### src/rtl/kbd_ps2_matrix.sv
// kbd_ps2_matrix: PS/2 set-2 receiver that maintains the 64-bit Z88 key-down matrix (bit = col*8+row).
// Optional frame watchdog is built when KBD_PS2_TMO_EN is defined.
module kbd_ps2_matrix #(
  parameter int unsigned FILT_LEN = 8,
  parameter int unsigned TMO_BITS = 15
) (
  input  logic        mck,
  input  logic        rst,
  input  logic        ps2_clk,
  input  logic        ps2_dat,
  output logic [63:0] kbmat,
  output logic        scan_vld,
  output logic [7:0]  scan_code,
  output logic        frm_err
);

  localparam int unsigned FCW = $clog2(FILT_LEN + 1);

  typedef enum logic [1:0] {IDLE, DATA, PAR, STOP} state_e;

  // index 0 carries the PS/2 clock, index 1 the PS/2 data
  logic [1:0]     s1_q, s2_q;
  logic [1:0]     filt_q, filt_d;
  logic [FCW-1:0] fcnt_q [2];
  logic [FCW-1:0] fcnt_d [2];
  logic           fall_q, fall_d;
  logic           dat_c;

  state_e         state_q, state_d;
  logic [2:0]     bcnt_q, bcnt_d;
  logic [7:0]     shift_q, shift_d;
  logic           par_q, par_d;
  logic           vld_q, vld_d;
  logic           err_q, err_d;
  logic [7:0]     code_q, code_d;
  logic           tmo_hit_c;

  logic [63:0]    kbmat_q, kbmat_d;
  logic           ext_q, ext_d;
  logic           brk_q, brk_d;
  logic [6:0]     lk_c;

  // Fixed set-2 map: {ext, code} -> {hit, bit index}
  function automatic logic [6:0] rom_lookup(input logic ext, input logic [7:0] code);
    logic [6:0] r;
    r = '0;
    case ({ext, code})
      9'h03E: r = {1'b1, 6'd0};
      9'h03D: r = {1'b1, 6'd1};
      9'h031: r = {1'b1, 6'd2};
      9'h175: r = {1'b1, 6'd3};
      9'h035: r = {1'b1, 6'd4};
      9'h033: r = {1'b1, 6'd5};
      9'h05A: r = {1'b1, 6'd6};
      9'h066: r = {1'b1, 6'd7};
      9'h036: r = {1'b1, 6'd8};
      9'h02E: r = {1'b1, 6'd9};
      9'h032: r = {1'b1, 6'd10};
      9'h172: r = {1'b1, 6'd11};
      9'h02C: r = {1'b1, 6'd12};
      9'h034: r = {1'b1, 6'd13};
      9'h03C: r = {1'b1, 6'd14};
      9'h03B: r = {1'b1, 6'd15};
      9'h025: r = {1'b1, 6'd16};
      9'h026: r = {1'b1, 6'd17};
      9'h02A: r = {1'b1, 6'd18};
      9'h174: r = {1'b1, 6'd19};
      9'h02D: r = {1'b1, 6'd20};
      9'h02B: r = {1'b1, 6'd21};
      9'h043: r = {1'b1, 6'd22};
      9'h042: r = {1'b1, 6'd23};
      9'h01E: r = {1'b1, 6'd24};
      9'h016: r = {1'b1, 6'd25};
      9'h021: r = {1'b1, 6'd26};
      9'h03A: r = {1'b1, 6'd27};
      9'h024: r = {1'b1, 6'd28};
      9'h023: r = {1'b1, 6'd29};
      9'h044: r = {1'b1, 6'd30};
      9'h04B: r = {1'b1, 6'd31};
      9'h045: r = {1'b1, 6'd32};
      9'h046: r = {1'b1, 6'd33};
      9'h022: r = {1'b1, 6'd34};
      9'h041: r = {1'b1, 6'd35};
      9'h01D: r = {1'b1, 6'd36};
      9'h01B: r = {1'b1, 6'd37};
      9'h04D: r = {1'b1, 6'd38};
      9'h04C: r = {1'b1, 6'd39};
      9'h04E: r = {1'b1, 6'd40};
      9'h055: r = {1'b1, 6'd41};
      9'h01A: r = {1'b1, 6'd42};
      9'h049: r = {1'b1, 6'd43};
      9'h01C: r = {1'b1, 6'd44};
      9'h015: r = {1'b1, 6'd45};
      9'h054: r = {1'b1, 6'd46};
      9'h052: r = {1'b1, 6'd47};
      9'h05D: r = {1'b1, 6'd48};
      9'h05B: r = {1'b1, 6'd49};
      9'h04A: r = {1'b1, 6'd50};
      9'h00D: r = {1'b1, 6'd51};
      9'h076: r = {1'b1, 6'd52};
      9'h029: r = {1'b1, 6'd53};
      9'h012: r = {1'b1, 6'd54};
      9'h058: r = {1'b1, 6'd55};
      9'h00E: r = {1'b1, 6'd56};
      9'h059: r = {1'b1, 6'd57};
      9'h014: r = {1'b1, 6'd58};
      9'h16B: r = {1'b1, 6'd59};
      9'h011: r = {1'b1, 6'd60};
      9'h005: r = {1'b1, 6'd61};
      9'h006: r = {1'b1, 6'd62};
      9'h004: r = {1'b1, 6'd63};
      default: r = '0;
    endcase
    return r;
  endfunction

  // Glitch filter: a level is taken only after FILT_LEN consecutive differing samples
  always_comb begin
    filt_d = filt_q;
    for (int i = 0; i < 2; i++) begin
      fcnt_d[i] = '0;
      if (s2_q[i] != filt_q[i]) begin
        if (fcnt_q[i] == FCW'(FILT_LEN - 1)) filt_d[i] = s2_q[i];
        else fcnt_d[i] = fcnt_q[i] + FCW'(1);
      end
    end
    fall_d = filt_q[0] & ~filt_d[0];
  end

  always_ff @(posedge mck) begin
    if (rst) begin
      s1_q      <= 2'b11;
      s2_q      <= 2'b11;
      filt_q    <= 2'b11;
      fcnt_q[0] <= '0;
      fcnt_q[1] <= '0;
      fall_q    <= 1'b0;
    end else begin
      s1_q      <= {ps2_dat, ps2_clk};
      s2_q      <= s1_q;
      filt_q    <= filt_d;
      fcnt_q[0] <= fcnt_d[0];
      fcnt_q[1] <= fcnt_d[1];
      fall_q    <= fall_d;
    end
  end

  assign dat_c = filt_q[1];

`ifdef KBD_PS2_TMO_EN
  logic [TMO_BITS-1:0] tmo_q, tmo_d;

  // Watchdog restarts on every clock fall and only runs inside a frame
  always_comb begin
    tmo_d = '0;
    if ((state_q != IDLE) && !fall_q) tmo_d = tmo_q + TMO_BITS'(1);
  end

  assign tmo_hit_c = (state_q != IDLE) && !fall_q && (tmo_q == '1);

  always_ff @(posedge mck) begin
    if (rst) tmo_q <= '0;
    else     tmo_q <= tmo_d;
  end
`else
  logic tmo_unused_c;
  assign tmo_unused_c = TMO_BITS[0];
  assign tmo_hit_c    = 1'b0;
`endif

  // Frame receiver
  always_comb begin
    state_d = state_q;
    bcnt_d  = bcnt_q;
    shift_d = shift_q;
    par_d   = par_q;
    vld_d   = 1'b0;
    err_d   = 1'b0;
    code_d  = code_q;
    if (fall_q) begin
      case (state_q)
        IDLE: begin
          if (!dat_c) begin
            state_d = DATA;
            bcnt_d  = '0;
          end
        end
        DATA: begin
          shift_d = {dat_c, shift_q[7:1]};
          bcnt_d  = bcnt_q + 3'd1;
          if (bcnt_q == 3'd7) state_d = PAR;
        end
        PAR: begin
          par_d   = dat_c;
          state_d = STOP;
        end
        STOP: begin
          state_d = IDLE;
          if (dat_c && (^{shift_q, par_q})) begin
            vld_d  = 1'b1;
            code_d = shift_q;
          end else begin
            err_d = 1'b1;
          end
        end
        default: state_d = IDLE;
      endcase
    end else if (tmo_hit_c) begin
      state_d = IDLE;
      err_d   = 1'b1;
    end
  end

  always_ff @(posedge mck) begin
    if (rst) begin
      state_q <= IDLE;
      bcnt_q  <= '0;
      shift_q <= '0;
      par_q   <= 1'b0;
      vld_q   <= 1'b0;
      err_q   <= 1'b0;
      code_q  <= '0;
    end else begin
      state_q <= state_d;
      bcnt_q  <= bcnt_d;
      shift_q <= shift_d;
      par_q   <= par_d;
      vld_q   <= vld_d;
      err_q   <= err_d;
      code_q  <= code_d;
    end
  end

  // Scancode decoder: prefixes accumulate until a non-prefix byte consumes them
  always_comb begin
    kbmat_d = kbmat_q;
    ext_d   = ext_q;
    brk_d   = brk_q;
    lk_c    = rom_lookup(ext_q, code_q);
    if (tmo_hit_c) begin
      ext_d = 1'b0;
      brk_d = 1'b0;
    end else if (vld_q) begin
      case (code_q)
        8'hE0: ext_d = 1'b1;
        8'hF0: brk_d = 1'b1;
        8'hAA, 8'hFC, 8'h00, 8'hFF: begin
          kbmat_d = '0;
          ext_d   = 1'b0;
          brk_d   = 1'b0;
        end
        default: begin
          if (lk_c[6]) kbmat_d[lk_c[5:0]] = ~brk_q;
          ext_d = 1'b0;
          brk_d = 1'b0;
        end
      endcase
    end
  end

  always_ff @(posedge mck) begin
    if (rst) begin
      kbmat_q <= '0;
      ext_q   <= 1'b0;
      brk_q   <= 1'b0;
    end else begin
      kbmat_q <= kbmat_d;
      ext_q   <= ext_d;
      brk_q   <= brk_d;
    end
  end

  assign kbmat     = kbmat_q;
  assign scan_vld  = vld_q;
  assign scan_code = code_q;
  assign frm_err   = err_q;

endmodule
### config.mk
export PLATFORM = sky130hd
export DESIGN_NAME = kbd_ps2_matrix
export DESIGN_NICKNAME = d
export VERILOG_FILES = /design/src/rtl/kbd_ps2_matrix.sv
export SDC_FILE = /design/constraint.sdc
export NUM_CORES = 1
export LEC_CHECK = 0
export CAP_MARGIN = 20
export CELL_PAD_IN_SITES_DETAIL_PLACEMENT = 0
export CELL_PAD_IN_SITES_GLOBAL_PLACEMENT = 1
export CORE_MARGIN = 2
export CORE_UTILIZATION = 35
export DETAILED_ROUTE_END_ITERATION = 7
export GPL_ROUTABILITY_DRIVEN = 0
export GPL_TIMING_DRIVEN = 0
export PLACE_DENSITY_LB_ADDON = 0.1
export SLEW_MARGIN = 20
export SYNTH_ARGS = -nofsm -noshare
export SYNTH_HDL_FRONTEND = slang
export SYNTH_SLANG_ARGS = --single-unit
### constraint.sdc
create_clock -name mck -period 3.21 [get_ports mck]
set_clock_uncertainty 0.05 [all_clocks]
set_input_delay 0.642 -clock mck [delete_from_list [all_inputs] [get_ports mck]]
set_output_delay 0.642 -clock mck [all_outputs]
set_load 0.05 [all_outputs]
Word level (Yosys, flattened, before mapping)
Memory sizes are Yosys's and may differ from the RTL's.
Cells that the tools add are included.
{"block": "word_totals", "register_bits": 97, "ramBits": 8, "input_bits": 4, "out_inout_bits": 74, "wordCells": 155, "n_memories": 1}
{"block": "op_classes", "addsub": 3, "order_cmp": 2, "n_eq_ne": 79, "mux": 26, "bitwise": 10, "n_reduce_logical": 19}
{"name": "fcnt_q", "words": 2, "word_bits": 4, "read_ports": 2, "rd_clocked_by_memory_dff": 0, "wr": 2, "line": "24", "source": "logic [FCW-1:0] fcnt_q [2];"}
{"operator": "$pmux W7 S64", "count": 1}
{"operator": "$eq A9 B6 Y1 const B", "count": 23}
{"operator": "$eq A9 B7 Y1 const B", "count": 22}
{"operator": "$pmux W64 S2", "count": 1}
{"operator": "$eq A9 B5 Y1 const B", "count": 10}
{"operator": "$bwmux W64", "count": 1}
{"operator": "$mux W64", "count": 1}
{"operator": "$eq A8 B8 Y1 const B", "count": 5}
{"operator": "$eq A9 B9 Y1 const B", "count": 4}
{"operator": "$eq A9 B3 Y1 const B", "count": 3}
{"operator": "$mux W4", "count": 6}
{"operator": "$eq A9 B4 Y1 const B", "count": 2}
{"operator": "$reduce_and A3 Y1", "count": 4}
{"operator": "$reduce_and A2 Y1", "count": 5}
{"operator": "$reduce_xor A9 Y1", "count": 1}
{"operator": "$add A4 B1 Y4 const B", "count": 2}
{"operator": "$eq A4 B3 Y1 const B", "count": 2}
{"operator": "$logic_not A8 Y1", "count": 1}
{"operator": "$mux W1", "count": 8}
{"operator": "$pmux W2 S4", "count": 1}
{"operator": "$lt A6 B7 Y1 const B", "count": 1}
{"operator": "$not A1 Y1", "count": 7}
{"operator": "$demux W1 S6", "count": 1}
{"operator": "$ge A6 B1 Y1 const B", "count": 1}
{"operator": "other kinds (18)", "count": 26}

Logic depth before layout (Yosys ltp)
{"block": "depth", "ltp_word": 9, "ltp_mapped": 12}

Least setup slack after synthesis
Ideal clock, no wire load.
{"block": "synth_timing", "path_kind": "register to register", "from": "register code_q[0], in the netlist scan_code[0]", "to": "register kbmat_q[0], in the netlist kbmat[0]", "arrival_time_ns": 2.971, "path_slack_ns": 0.065, "stages_incl_launch_ff": 11, "period_less_slack_ns": 3.145, "cell_sequence": "dfxtp_1 buf_4 buf_2 clkbuf_1 xnor2_1 o2bb2ai_1 nor4_1 nand4_1 nor4_4 nand4_1 mux2_1"}
{"block": "synth_between", "elab_chain_cells": 9}
{"element": "from (decl)", "line": "35", "source": "logic [7:0] code_q, code_d;"}
{"element": "from (signal assigned)", "line": "230", "source": "code_q <= code_d;"}
{"element": "$eq A9 B3 Y1 (tied with other cells)", "line": "47", "source": "case ({ext, code})"}
{"element": "$pmux W7 S64", "line": "47"}
{"element": "$lt A6 B7 Y1 (implied by the code) or $ge A6 B1 Y1 (tied branches)", "line": "253", "source": "if (lk_c[6]) kbmat_d[lk_c[5:0]] = ~brk_q;"}
{"element": "$logic_and A1 B1 Y1 (implied by the code)", "line": "253"}
{"element": "$mux W1 (implied by the code)", "line": "253"}
{"element": "$demux W1 S6", "line": "253"}
{"element": "$bwmux W64", "line": "253"}
{"element": "$mux W64", "line": "253"}
{"element": "$pmux W64 S2", "line": "244", "source": "case (code_q)"}
{"element": "to (signal assigned)", "line": "267", "source": "kbmat_q <= kbmat_d;"}
{"element": "to (decl)", "line": "38", "source": "logic [63:0] kbmat_q, kbmat_d;"}
Parallel ways exist; a longest one is shown, timed or not. The select of a mux whose other input is x is not followed.
A chain may end at the register's enable or synchronous reset.

Final worst setup path
{"block": "layout_timing", "from": "register code_q[4], in the netlist scan_code[4]", "to": "register kbmat_q[6], in the netlist kbmat[6]"}
Same word-level chain as after synthesis.

==> run_results.csv <==
group,metric,value,unit
outcome,outcome,"finished, violations left",
outcome,violations,"negative setup slack",
yosys,yosysTopAreaCell,"dfxtp_1",
yosys,yosys_warnings,0,
drt,dr.pass1.iters,6,
sta,fmax,308,MHz
layout,num_antenna_cells,0,
clock_network,cts.clk_slew.worst_paths,0.07,ns
power_and_ir_drop,vdd_drop_max,0.281,mV
global_routing,antenna_found_initial,0,
layout,final_cell_mix,"dfxtp_1 (99), a21oi_1 (86), clkdlybuf4s50_1 (77), nor2_1 (72)",
drt,drc,0,
drt,vias,6514,
yosys,synth.distinct_cells,82,
drt,drt_wl_total,23200,microns
sta,min_period,3.24,ns
setup_path,cp.arrival,3.49,ns
yosys,synth-xor-area-share,2.91,%
layout,multi_input_area,3730,sq um
yosys,synth.area.mux_share,2.02,%
yosys,synth_top_family_by_area,"simple AND/OR/NAND/NOR gates",
power_and_ir_drop,fin_total_pwr,2.58,mW
sta,final_max_slew_viol_count,0,
drt,ant_nets,0,
layout,num-nets-final,875,
yosys,syn_area,6010,sq um
global_routing,overflow,0,
yosys,synthCells,768,
layout,layout_commonest_cell,"dfxtp_1",
clock_network,cts_buffer_depth,2,
clock_network,cts_hold_buf,0,
global_routing,grt_usage,25.7,%
setup_path,worst-setup-path-type,"reg -> reg",
flow_run,cap_viol_max_count,0,
sta,worst_pin_slew,0.804,ns
sta,period_share,101,%
sta,setup_viol,10,
setup_path,endpoint_kind,"flop",
yosys,synthFlopType,"dfxtp_1",
setup_path,start_kind,"flop",
drt,wl_per_cell,21.4,microns
placement,portBuffers,77,
yosys,ys_ff_latch,105,
floorplanning,boundaryPins,78,
yosys,synthArstFlopShare,0,%
power_and_ir_drop,cellPowerDensity,335,nW/um^2
yosys,synth_top_area_share,35.0,%
floorplanning,dieArea,18200,sq um
yosys,ys_seq_area_share,35.0,%
sta,final.setup.tns,-0.169,ns
yosys,synth_compound_gate_area_share,22.6,%
yosys,yosys-top-cells-area,"dfxtp_1 (35%), a21oi_1 (7.2%), o21ai_0 (5.3%)",
power_and_ir_drop,leakage,2.77,nW
yosys,synth_adder_area_share,1.67,%
layout,n_fill_cell,1701,
global_routing,grt_pass1_wl,36100,microns
min_path,holdCritPathClass,"reg -> reg",
setup_path,r2r_slack,-0.03,ns
sta,finalWorstSetupSlack,-0.0328,ns
floorplanning,initial_core_util,36.0,%
clock_network,htreeDepth,3,
setup_path,critPathRequiredTime,3.45,ns
layout,final_core_util,46.1,%
floorplanning,rows,47,
yosys,synth_simple_gate_area_share,29.5,%
yosys,synth_nets,780,
sta,maxSlewHeadroom,46.2,%
placement,hpwl,17200,microns
drt,drtIter0Drc,675,
sta,timing_hold_violations_final,0,
layout,regArea,2110,sq um
sta,rsz0062_at_grt,"yes",
floorplanning,die_height,135,microns
clock_network,cts_tree,"done",
clock_network,numCtsBuffers,9,
setup_path,path_max_fanout,10,
floorplanning,core,16700,sq um
drt,vias_per_cell,5.99,
yosys,synth.avg_cell_area,7.82,sq um
clock_network,cts-root-buf,"clkbuf_16",
clock_network,clock_latency,0.37,ns
layout,syn_to_final_growth,28.1,%
layout,layout-drive-gt1-share,15.7,%
global_routing,grt_max_degree,19,
clock_network,clock-sinks,105,
floorplanning,dieWidth,135,microns
global_routing,grt_pass1_vias,6303,
yosys,synth-edff-count,0,
## final timing paths
check | cells past startpoint | start | end
worst min-delay path | 1 | s1_q[0] | s2_q[0]
worst max register to register | 9 | scan_code[4] | kbmat[6]
worst max-delay path | 9 | scan_code[4] | kbmat[6]
worst min register to register | 1 | s1_q[0] | s2_q[0]
## where the power goes
part	switching (mW)	leakage (nW)	internal, mW	total (mW)
logic	0.0295	1.76	0.00898	0.0385
registers	0.00148	0.850	1.30	1.31
clock network	0.542	0.157	0.691	1.23
total	0.573	2.77	2.00	2.58
## synthesized netlist by cell type, types with 3 or more instances
library cell	count
o21ai_0	64
o2bb2ai_1	3
xnor2_1	15
nor4_1	8
or3b_2	4
dfxtp_1	105
and3_1	9
clkbuf_1	24
ha_1	8
nor3b_1	3
nand4_1	12
nor2_1	74
mux2i_1	11
buf_2	28
inv_1	11
and4_1	9
nor3_1	20
nand2b_1	7
o31ai_1	3
a21oi_1	86
or2_2	4
a41oi_1	8
nand3b_1	3
or3_1	4
nand3_1	43
or4_1	4
xor2_1	5
and2_1	5
a31oi_1	5
o21ai_1	4
o22ai_1	5
nand4b_1	3
nor2_2	3
nor4b_1	8
a32oi_1	6
o211ai_1	19
buf_4	9
nand2_1	63
nor2b_1	10
## critical path: stages, from the launching register on
cell and delay [ns]:
dfxtp_1 0.45, or4b_1 0.64, or4_1 0.49, a31oi_2 0.30, nor4bb_4 0.11, and4_4 0.24, a21oi_4 0.31, clkbuf_4 0.30
nand3_1 0.10, a21oi_1 0.18
## cell families after synthesis
| kind of cell | after synthesis |
|---|---|
| fa+ha+maj | 8 |
| simple gates | 318 |
| xor+xnor | 20 |
| mux | 12 |
| buf+inv | 79 |
| compound gates | 226 |
| flops | 105 |
## stage by stage
| step | setup WS [ns] | instances | area, sq um | hold slack (ns) |
|---|---|---|---|---|
| after floorplan | 0.0653 | 768 | 6010 | 0.339 |
| after global placement | -0.662 | 1065 | 7060 | 0.346 |
| after detailed placement | -0.407 | 1066 | 7080 | 0.349 |
| after CTS | 0.00279 | 1085 | 7570 | 0.370 |
| after global routing | -0.0664 | 1088 | 7700 | 0.396 |
| final | -0.0328 | 1088 | 7700 | 0.369 |
## registers in the layout, indices dropped and copies added (netlist names), 2 cells and up
register and flops:
bcnt_q 3, fcnt_q 8, filt_q 2, kbmat 64
s1_q 2, s2_q 2, scan_code 8, shift_q 8
state_q 2
## final cells by class
class                      count  area share (%)
clock buffer                   9            2.93
sequential                   105            27.4
clock inverter                 7            1.28
buffer                        65            4.99
timing repair buffer          84            10.7
multi-input combinational    585            48.5
tap                          220            3.58
inverter                      13           0.634
## layer usage
metal | GRT usage, % | part of all wire [%] | up-vias
li1 | - | - | 3001
met3 | 5.97 | 8.6 | 101
met2 | 39.7 | 43 | 342
met4 | 11.5 | 4.6 | 0
met5 | 0 | 0 | -
met1 | 34.1 | 43 | 3070
## timing repair
| action | 4_1_cts | 5_1_grt |
|---|---|---|
| pin swaps | 2 | 4 |
| endpoints found under the setup margin | 64 | 64 |
| cloned | 0 | 1 |
| setup buffers | 4 | 2 |
| gates resized for setup | 32 | 40 |
| hold endpoints to repair | 0 | 0 |
Note: power is estimated with default switching activity, not from simulation.
